**src/rtl/lzrw1_job_sequencer.sv**
```systemverilog
// Front-end job sequencer for the LZRW1 compressor core: feeds a 16-byte lookahead
// window one byte per core_valid pulse, flushes at end of job and waits for Done.
`timescale 1ns/1ps

module lzrw1_job_sequencer #(
  parameter int WINDOW     = 16,
  parameter int STRINGSIZE = 4096,
  parameter int TIMEOUT    = 8192
) (
  input  logic                  clock,
  input  logic                  reset,
  input  logic                  start,
  input  logic                  in_valid,
  output logic                  in_ready,
  input  logic [7:0]            in_data,
  input  logic                  in_last,
  output logic                  core_clear,
  output logic                  core_valid,
  output logic [WINDOW*8-1:0]   core_window,
  input  logic                  core_done,
  output logic                  busy,
  output logic                  job_done,
  output logic [1:0]            job_err,
  output logic [12:0]           byte_count
);

  localparam int FILLW  = $clog2(WINDOW + 1);
  localparam int PADW   = $clog2(WINDOW);
  localparam int TIMERW = $clog2(TIMEOUT);
  localparam int CNTW   = 13;

  typedef enum logic [2:0] {
    S_IDLE,
    S_CLEAR,
    S_LOAD,
    S_FLUSH,
    S_WAIT,
    S_FINISH
  } state_t;

  state_t                state_q, state_d;
  logic [WINDOW*8-1:0]   window_q, window_d;
  logic [FILLW-1:0]      fill_q, fill_d;
  logic [CNTW-1:0]       count_q, count_d;
  logic [PADW-1:0]       pad_q, pad_d;
  logic [TIMERW-1:0]     timer_q, timer_d;
  logic [1:0]            err_q, err_d;
  logic                  core_valid_q, core_valid_d;
  logic [WINDOW*8-1:0]   core_window_q;
  logic                  core_clear_q;
  logic                  busy_q;
  logic                  job_done_q;
  logic                  in_ready_q;
  logic                  accept;
  logic                  shift;
  logic [7:0]            shift_byte;

  assign accept = (state_q == S_LOAD) && in_valid && in_ready_q;

  always_comb begin
    state_d      = state_q;
    window_d     = window_q;
    fill_d       = fill_q;
    count_d      = count_q;
    pad_d        = pad_q;
    timer_d      = timer_q;
    err_d        = err_q;
    shift        = 1'b0;
    shift_byte   = 8'h00;
    core_valid_d = 1'b0;

    case (state_q)
      S_IDLE: begin
        if (start) state_d = S_CLEAR;
      end
      S_CLEAR: begin
        window_d = '0;
        fill_d   = '0;
        count_d  = '0;
        err_d    = 2'b00;
        state_d  = S_LOAD;
      end
      S_LOAD: begin
        if (accept) begin
          shift      = 1'b1;
          shift_byte = in_data;
          count_d    = count_q + CNTW'(1);
          if (in_last) begin
            state_d = S_FLUSH;
            pad_d   = PADW'(WINDOW - 1);
          end else if (count_q == CNTW'(STRINGSIZE - 1)) begin
            err_d[0] = 1'b1;
            state_d  = S_FLUSH;
            pad_d    = PADW'(WINDOW - 1);
          end
        end
      end
      S_FLUSH: begin
        // Zero padding pushes the tail bytes down to lane 0, one per cycle.
        shift = 1'b1;
        pad_d = pad_q - PADW'(1);
        if (pad_q == PADW'(1)) begin
          state_d = S_WAIT;
          timer_d = '0;
        end
      end
      S_WAIT: begin
        timer_d = timer_q + TIMERW'(1);
        if (core_done) begin
          state_d = S_FINISH;
        end else if (timer_q == TIMERW'(TIMEOUT - 1)) begin
          err_d[1] = 1'b1;
          state_d  = S_FINISH;
        end
      end
      S_FINISH: begin
        state_d = S_IDLE;
      end
      default: begin
        state_d = S_IDLE;
      end
    endcase

    if (shift) begin
      window_d = {shift_byte, window_q[WINDOW*8-1:8]};
      if (fill_q != FILLW'(WINDOW)) fill_d = fill_q + FILLW'(1);
      core_valid_d = ((fill_q == FILLW'(WINDOW)) || (fill_q == FILLW'(WINDOW - 1)));
    end
  end

  // Status outputs are registered from the next state so they align with state_q.
  always_ff @(posedge clock or negedge reset) begin
    if (!reset) begin
      state_q       <= S_IDLE;
      window_q      <= '0;
      fill_q        <= '0;
      count_q       <= '0;
      pad_q         <= '0;
      timer_q       <= '0;
      err_q         <= 2'b00;
      core_valid_q  <= 1'b0;
      core_window_q <= '0;
      core_clear_q  <= 1'b0;
      busy_q        <= 1'b0;
      job_done_q    <= 1'b0;
      in_ready_q    <= 1'b0;
    end else begin
      state_q      <= state_d;
      window_q     <= window_d;
      fill_q       <= fill_d;
      count_q      <= count_d;
      pad_q        <= pad_d;
      timer_q      <= timer_d;
      err_q        <= err_d;
      core_valid_q <= core_valid_d;
      if (core_valid_d) core_window_q <= window_d;
      core_clear_q <= (state_d == S_CLEAR);
      busy_q       <= (state_d != S_IDLE);
      job_done_q   <= (state_d == S_FINISH);
      in_ready_q   <= (state_d == S_LOAD) && (count_d < CNTW'(STRINGSIZE));
    end
  end

  assign in_ready    = in_ready_q;
  assign core_clear  = core_clear_q;
  assign core_valid  = core_valid_q;
  assign core_window = core_window_q;
  assign busy        = busy_q;
  assign job_done    = job_done_q;
  assign job_err     = err_q;
  assign byte_count  = count_q;

endmodule

```
**config.mk**
```make
export PLATFORM = sky130hd
export DESIGN_NAME = lzrw1_job_sequencer
export DESIGN_NICKNAME = d
export VERILOG_FILES = /design/src/rtl/lzrw1_job_sequencer.sv
export SDC_FILE = /design/constraint.sdc
export NUM_CORES = 1
export LEC_CHECK = 0
export CAP_MARGIN = 20
export CORE_UTILIZATION = 47
export DETAILED_ROUTE_END_ITERATION = 8
export PLACE_DENSITY = 0.72
export RECOVER_POWER = 100
export SYNTH_ARGS = -nofsm -noshare
export SYNTH_HDL_FRONTEND = slang
export SYNTH_SLANG_ARGS = --single-unit
```
**constraint.sdc**
```tcl
create_clock -name clock -period 2.5 [get_ports clock]
set_input_delay 0.625 -clock clock [delete_from_list [all_inputs] [get_ports clock]]
set_output_delay 0.625 -clock clock [all_outputs]
set_load 0.01 [all_outputs]
```
==> Word-level counts from Yosys, hierarchy flattened <==
Cells that the tools add are included.
{ "word_totals": {"regBits": 301, "output_inout_bits": 148, "wordCells": 86} }
{ "classes": {"n_addsub": 4, "order_cmp": 1, "eq_ne": 20, "muxes": 33, "reduce_logical": 14} }
{ "op_table": {"columns": ["cell", "count"], "rows": [
  ["$mux W128", 2],
  ["$pmux W13 S2", 2],
  ["$add A13 B1 Y13 const B", 2],
  ["$mux W13", 2],
  ["$mux W3", 7],
  ["$mux W8", 2],
  ["$mux W5", 3],
  ["$pmux W3 S5", 1],
  ["$eq A13 B12 Y1 const B", 1],
  ["$eq A13 B13 Y1 const B", 1],
  ["$lt A13 B13 Y1 const B", 1],
  ["$mux W4", 3],
  ["$ne A2 B2 Y1 const B", 5],
  ["$eq A3 B2 Y1 const B", 3],
  ["$pmux W4 S2", 1],
  ["$reduce_bool A2 Y1", 4],
  ["$mux W1", 7],
  ["$eq A3 B1 Y1 const B", 2],
  ["$eq A3 B3 Y1 const B", 2],
  ["$pmux W1 S2", 3],
  ["$reduce_and A3 Y1", 2],
  ["$add A5 B1 Y5 const B", 1],
  ["$eq A5 B4 Y1 const B", 1],
  ["$eq A5 B5 Y1 const B", 1],
  ["11 further kinds", 13]
]} }

==> Depth between registers and ports, before layout <==
{ "depth": {"depth_word": 7, "ltp_mapped": 9} }

==> Least setup slack after synthesis <==
OpenSTA, ideal clock, no wires.
{ "synth_timing": {"path_type": "reg-to-reg", "startpoint": "register fill_q[0]", "endpoint": "register core_window_q[108], in the netlist core_window[108]", "arrival_time_ps": 1854, "setup_slack_ps": 522, "path_stages_with_launch": 9, "path_buffers": 3, "synth_period_minus_slack_ps": 1978, "cell_sequence": "dfrtp_1 > inv_1 > ha_1 > nand4bb_1 > a211oi_1 > buf_2 > buf_2 > buf_2 > mux2_2"} }
{ "synth_between": {"elab_chain_cells": 3} }
{ "synth_lines": {"columns": ["element", "line", "rtl"], "rows": [
  ["start: declaration", "43", "logic [FILLW-1:0] fill_q, fill_d;"],
  ["start signal: assignment", "150", "fill_q <= fill_d;"],
  ["$eq A5 B5 Y1 or $eq A5 B4 Y1 (tied branches)", "127", "core_valid_d = ((fill_q == FILLW'(WINDOW)) || (fill_q == FILLW'(WINDOW - 1)));"],
  ["$logic_or A1 B1 Y1 *", "127", null],
  ["$mux W1 *", "124", "if (shift) begin"],
  ["end signal: assignment", "156", "if (core_valid_d) core_window_q <= window_d;"],
  ["end: declaration", "49", "logic [WINDOW*8-1:0] core_window_q;"]
]} }
Every way passes the cells marked *; elsewhere a longest branch is shown, timed or not.
A chain may end at the register's enable or synchronous reset.

==> Worst setup path in the final report <==
{ "layout_timing": {"startpoint": "register count_q[12], in the netlist byte_count[12]", "endpoint": "output port byte_count[12]"} }
{ "layout_rtl": {"columns": ["element", "line", "rtl"], "rows": [
  ["start: declaration", "44", "logic [CNTW-1:0] count_q, count_d;"],
  ["start signal: assignment", "151", "count_q <= count_d;"],
  ["end: declaration", "24", "output logic [12:0] byte_count"]
]} }
No word-level cell between the ends.

==> flow_summary.json <==
{
  "worst_slew_pin_slew_ns": 1.866,
  "post-place-ws_ns": -0.01905,
  "holdPathStages": 1,
  "synthArstFlopShare": 1.000,
  "place_inst": 1513,
  "max_freq_ghz": 0.4336,
  "max_cap_violations": 1,
  "cts_resized": 0,
  "io_pins": 162,
  "critPathLaunch": "byte_count[12]$_DFF_PN0_",
  "setup_viol": 0,
  "ys.flop_type": "dfrtp_1",
  "r2r_end": "core_window[47]$_DFFE_PN0P_",
  "endpoint": "byte_count[12]",
  "final_nets": 1241,
  "syn_area_per_cell_um2": 11.14,
  "setup_slack_ns": 0.1936,
  "p_leak_uw": 0.007182,
  "hold_class": "reg2reg",
  "power_density_nw_per_um2": 1184,
  "core.rowCount": 57,
  "slew_headroom": -0.2442,
  "yosysWarnings": 0,
  "cp.depth": 1,
  "grt_pass1_vias": 8295,
  "dp_hpwl_mm": 17.15,
  "initial_core_util": 0.4817,
  "drtIter0Drc": 481,
  "core-area_um2": 24390,
  "final.setup_skew_ns": 0.008990,
  "synth_nets": 1075,
  "dr.pass1.iters": 5,
  "crit_buf_inv": 1,
  "cp-start-kind": "register",
  "cp.arrival_ns": 1.68,
  "worstSkewPairLatency_ns": 0.55,
  "antenna_cells": 0,
  "chipWidth_um": 160.1,
  "clock-sinks": 293,
  "gp_congestion": 0.8024,
  "grt_max_degree": 73,
  "r2r-start": "fill_q[0]$_DFF_PN0_",
  "path_max_fanout": 7,
  "seq_area_frac_synth": 0.6241,
  "hold_viol": 0,
  "rrSetupSlack_ns": 0.25,
  "critPathMaxStageDelay_ns": 0.67,
  "report.final.slew_viol_count": 67,
  "ctsLongestPathBuffers": 3,
  "routedWlPerCell_um": 16.44,
  "critical_path_class": "reg2out",
  "ys_top_cells_by_area": "dfrtp_1, mux2_2, nand2_1",
  "postRouteAntennaNets": 0,
  "mostFrequentLayoutCell": "dfrtp_1",
  "grt.total_usage": 0.2069,
  "status": "finished with violations",
  "drive_above_1_share": 0.1585,
  "antenna_found_initial": 0,
  "area_growth_pct": 27.04,
  "final_cell_mix": "dfrtp_1, nand2_1, dlygate4sd3_1",
  "postCtsSetupBuffers": 0,
  "violations": "max-capacitance violations, max-slew violations",
  "port_buffers": 161,
  "cts_buffers": 30,
  "dieArea_um2": 25630,
  "critPathRequiredTime_ns": 1.88,
  "ff2ff_path_depth": 6,
  "rsz0062_at_grt": "false",
  "slowest_stage": "dlygate4sd3_1",
  "ir_drop_v": 0.0005686,
  "htree_levels": 1,
  "viasPerCell": 5.363,
  "worst_path_dominant_cell_family": "buffers and inverters",
  "die_h_um": 160.1,
  "synth_top_cell_area_share": 0.6241,
  "finalCriticalPeriod_ns": 2.306,
  "end_kind": "primary output",
  "fin_crit_sh": 0.9226,
  "vias": 8404,
  "crit_chain": "dlygate4sd3_1",
  "grt-ovfl-total": 0,
  "fin_cells": 1567,
  "synth_edf_count": 0,
  "synth_area_um2": 11750,
  "cts_hold_buf": 0,
  "wirelength_mm": 25.75,
  "synth_largest_area_cell": "dfrtp_1",
  "drc": 0,
  "cts_tree": "done",
  "synthCells": 1055,
  "root_buffer": "clkbuf_16",
  "path_clk_slew_ns": 0.06,
  "grt_first_pass_wirelength_mm": 43.52,
  "ys_ff_latch": 293,
  "synth.distinct_cells": 49
}
## sequential cells by signal, indices dropped and copies added (netlist names), 2 cells and up
name         flops
window_q       120
timer_q         13
core_window    128
job_err          2
byte_count      13
state_q          3
fill_q           5
pad_q            4
## final cells by class
| class | instances | area (um^2) |
|---|---|---|
| Multi-Input combinational cell | 678 | 4058 |
| Fill cell | 1989 | 9465 |
| Inverter | 13 | 48.80 |
| Sequential cell | 293 | 7332 |
| Clock inverter | 12 | 160.2 |
| Timing Repair Buffer | 205 | 2036 |
| Tap cell | 324 | 405.4 |
| Clock buffer | 42 | 885.9 |
## worst min-delay path by stage
stage / start / endpoint
after detailed placement: timer_q[11]$_DFFE_PN0P_ / timer_q[11]$_DFFE_PN0P_
after floorplan: reset / busy$_DFF_PN0_
after global placement: timer_q[11]$_DFFE_PN0P_ / timer_q[11]$_DFFE_PN0P_
final: job_err[1]$_DFFE_PN0P_ / job_err[1]$_DFFE_PN0P_
after CTS: reset / core_window[67]$_DFFE_PN0P_
after global routing: job_err[1]$_DFFE_PN0P_ / job_err[1]$_DFFE_PN0P_
## routing by layer
| layer | track usage | share of wire | up-vias |
|---|---|---|---|
| met5 | 0 | 0 | - |
| met4 | 0.04719 | 0.015 | 0 |
| met3 | 0.03221 | 0.049 | 30 |
| met2 | 0.3375 | 0.49 | 217 |
| met1 | 0.2922 | 0.45 | 4182 |
| li1 | - | - | 3975 |
## kinds of logic after synthesis
family | synth area share
and+or+nand+nor | 0.1298
DFF | 0.6241
AOI/OAI and AO/OA | 0.09936
muxes | 0.1060
buffers and inverters | 0.03142
adders and majority gates | 0.006390
xor gates and xnor gates | 0.002982
## cells in the mapped netlist (7+ instances only)
| master | count |
|---|---|
| nor2_1 | 24 |
| clkbuf_1 | 36 |
| a21oi_1 | 11 |
| nand3_1 | 23 |
| inv_1 | 13 |
| dfrtp_1 | 293 |
| mux2_2 | 107 |
| nor3_1 | 7 |
| nand2_1 | 255 |
| o21ai_0 | 139 |
| a22o_1 | 10 |
| buf_2 | 31 |
| nand4_1 | 8 |
| a31oi_1 | 19 |
## power by group
group | internal, uW | leakage, uW | switching [uW]
registers | 6410 | 0.00398 | 1260
logic | 2580 | 0.00268 | 2810
clock network | 2780 | 0.000516 | 1840
total | 11800 | 0.00718 | 5900
## through the flow
stage | utilization | total power [uW] | hold WS [ns] | cell area (um^2) | setup TNS [ns]
floorplan | - | 10500 | 0.3294 | 11750 | 0
global placement | 0.5741 | 13440 | 0.4662 | 14000 | 0
detailed placement | 0.5741 | 13650 | 0.4748 | 14000 | -0.2243
CTS | 0.6170 | 18340 | 0.05052 | 15050 | 0
global route | 0.6119 | 18820 | 0.5107 | 14930 | 0
finish | 0.6119 | 17680 | 0.4821 | 14930 | 0
Power figures use the tool's default switching activity.
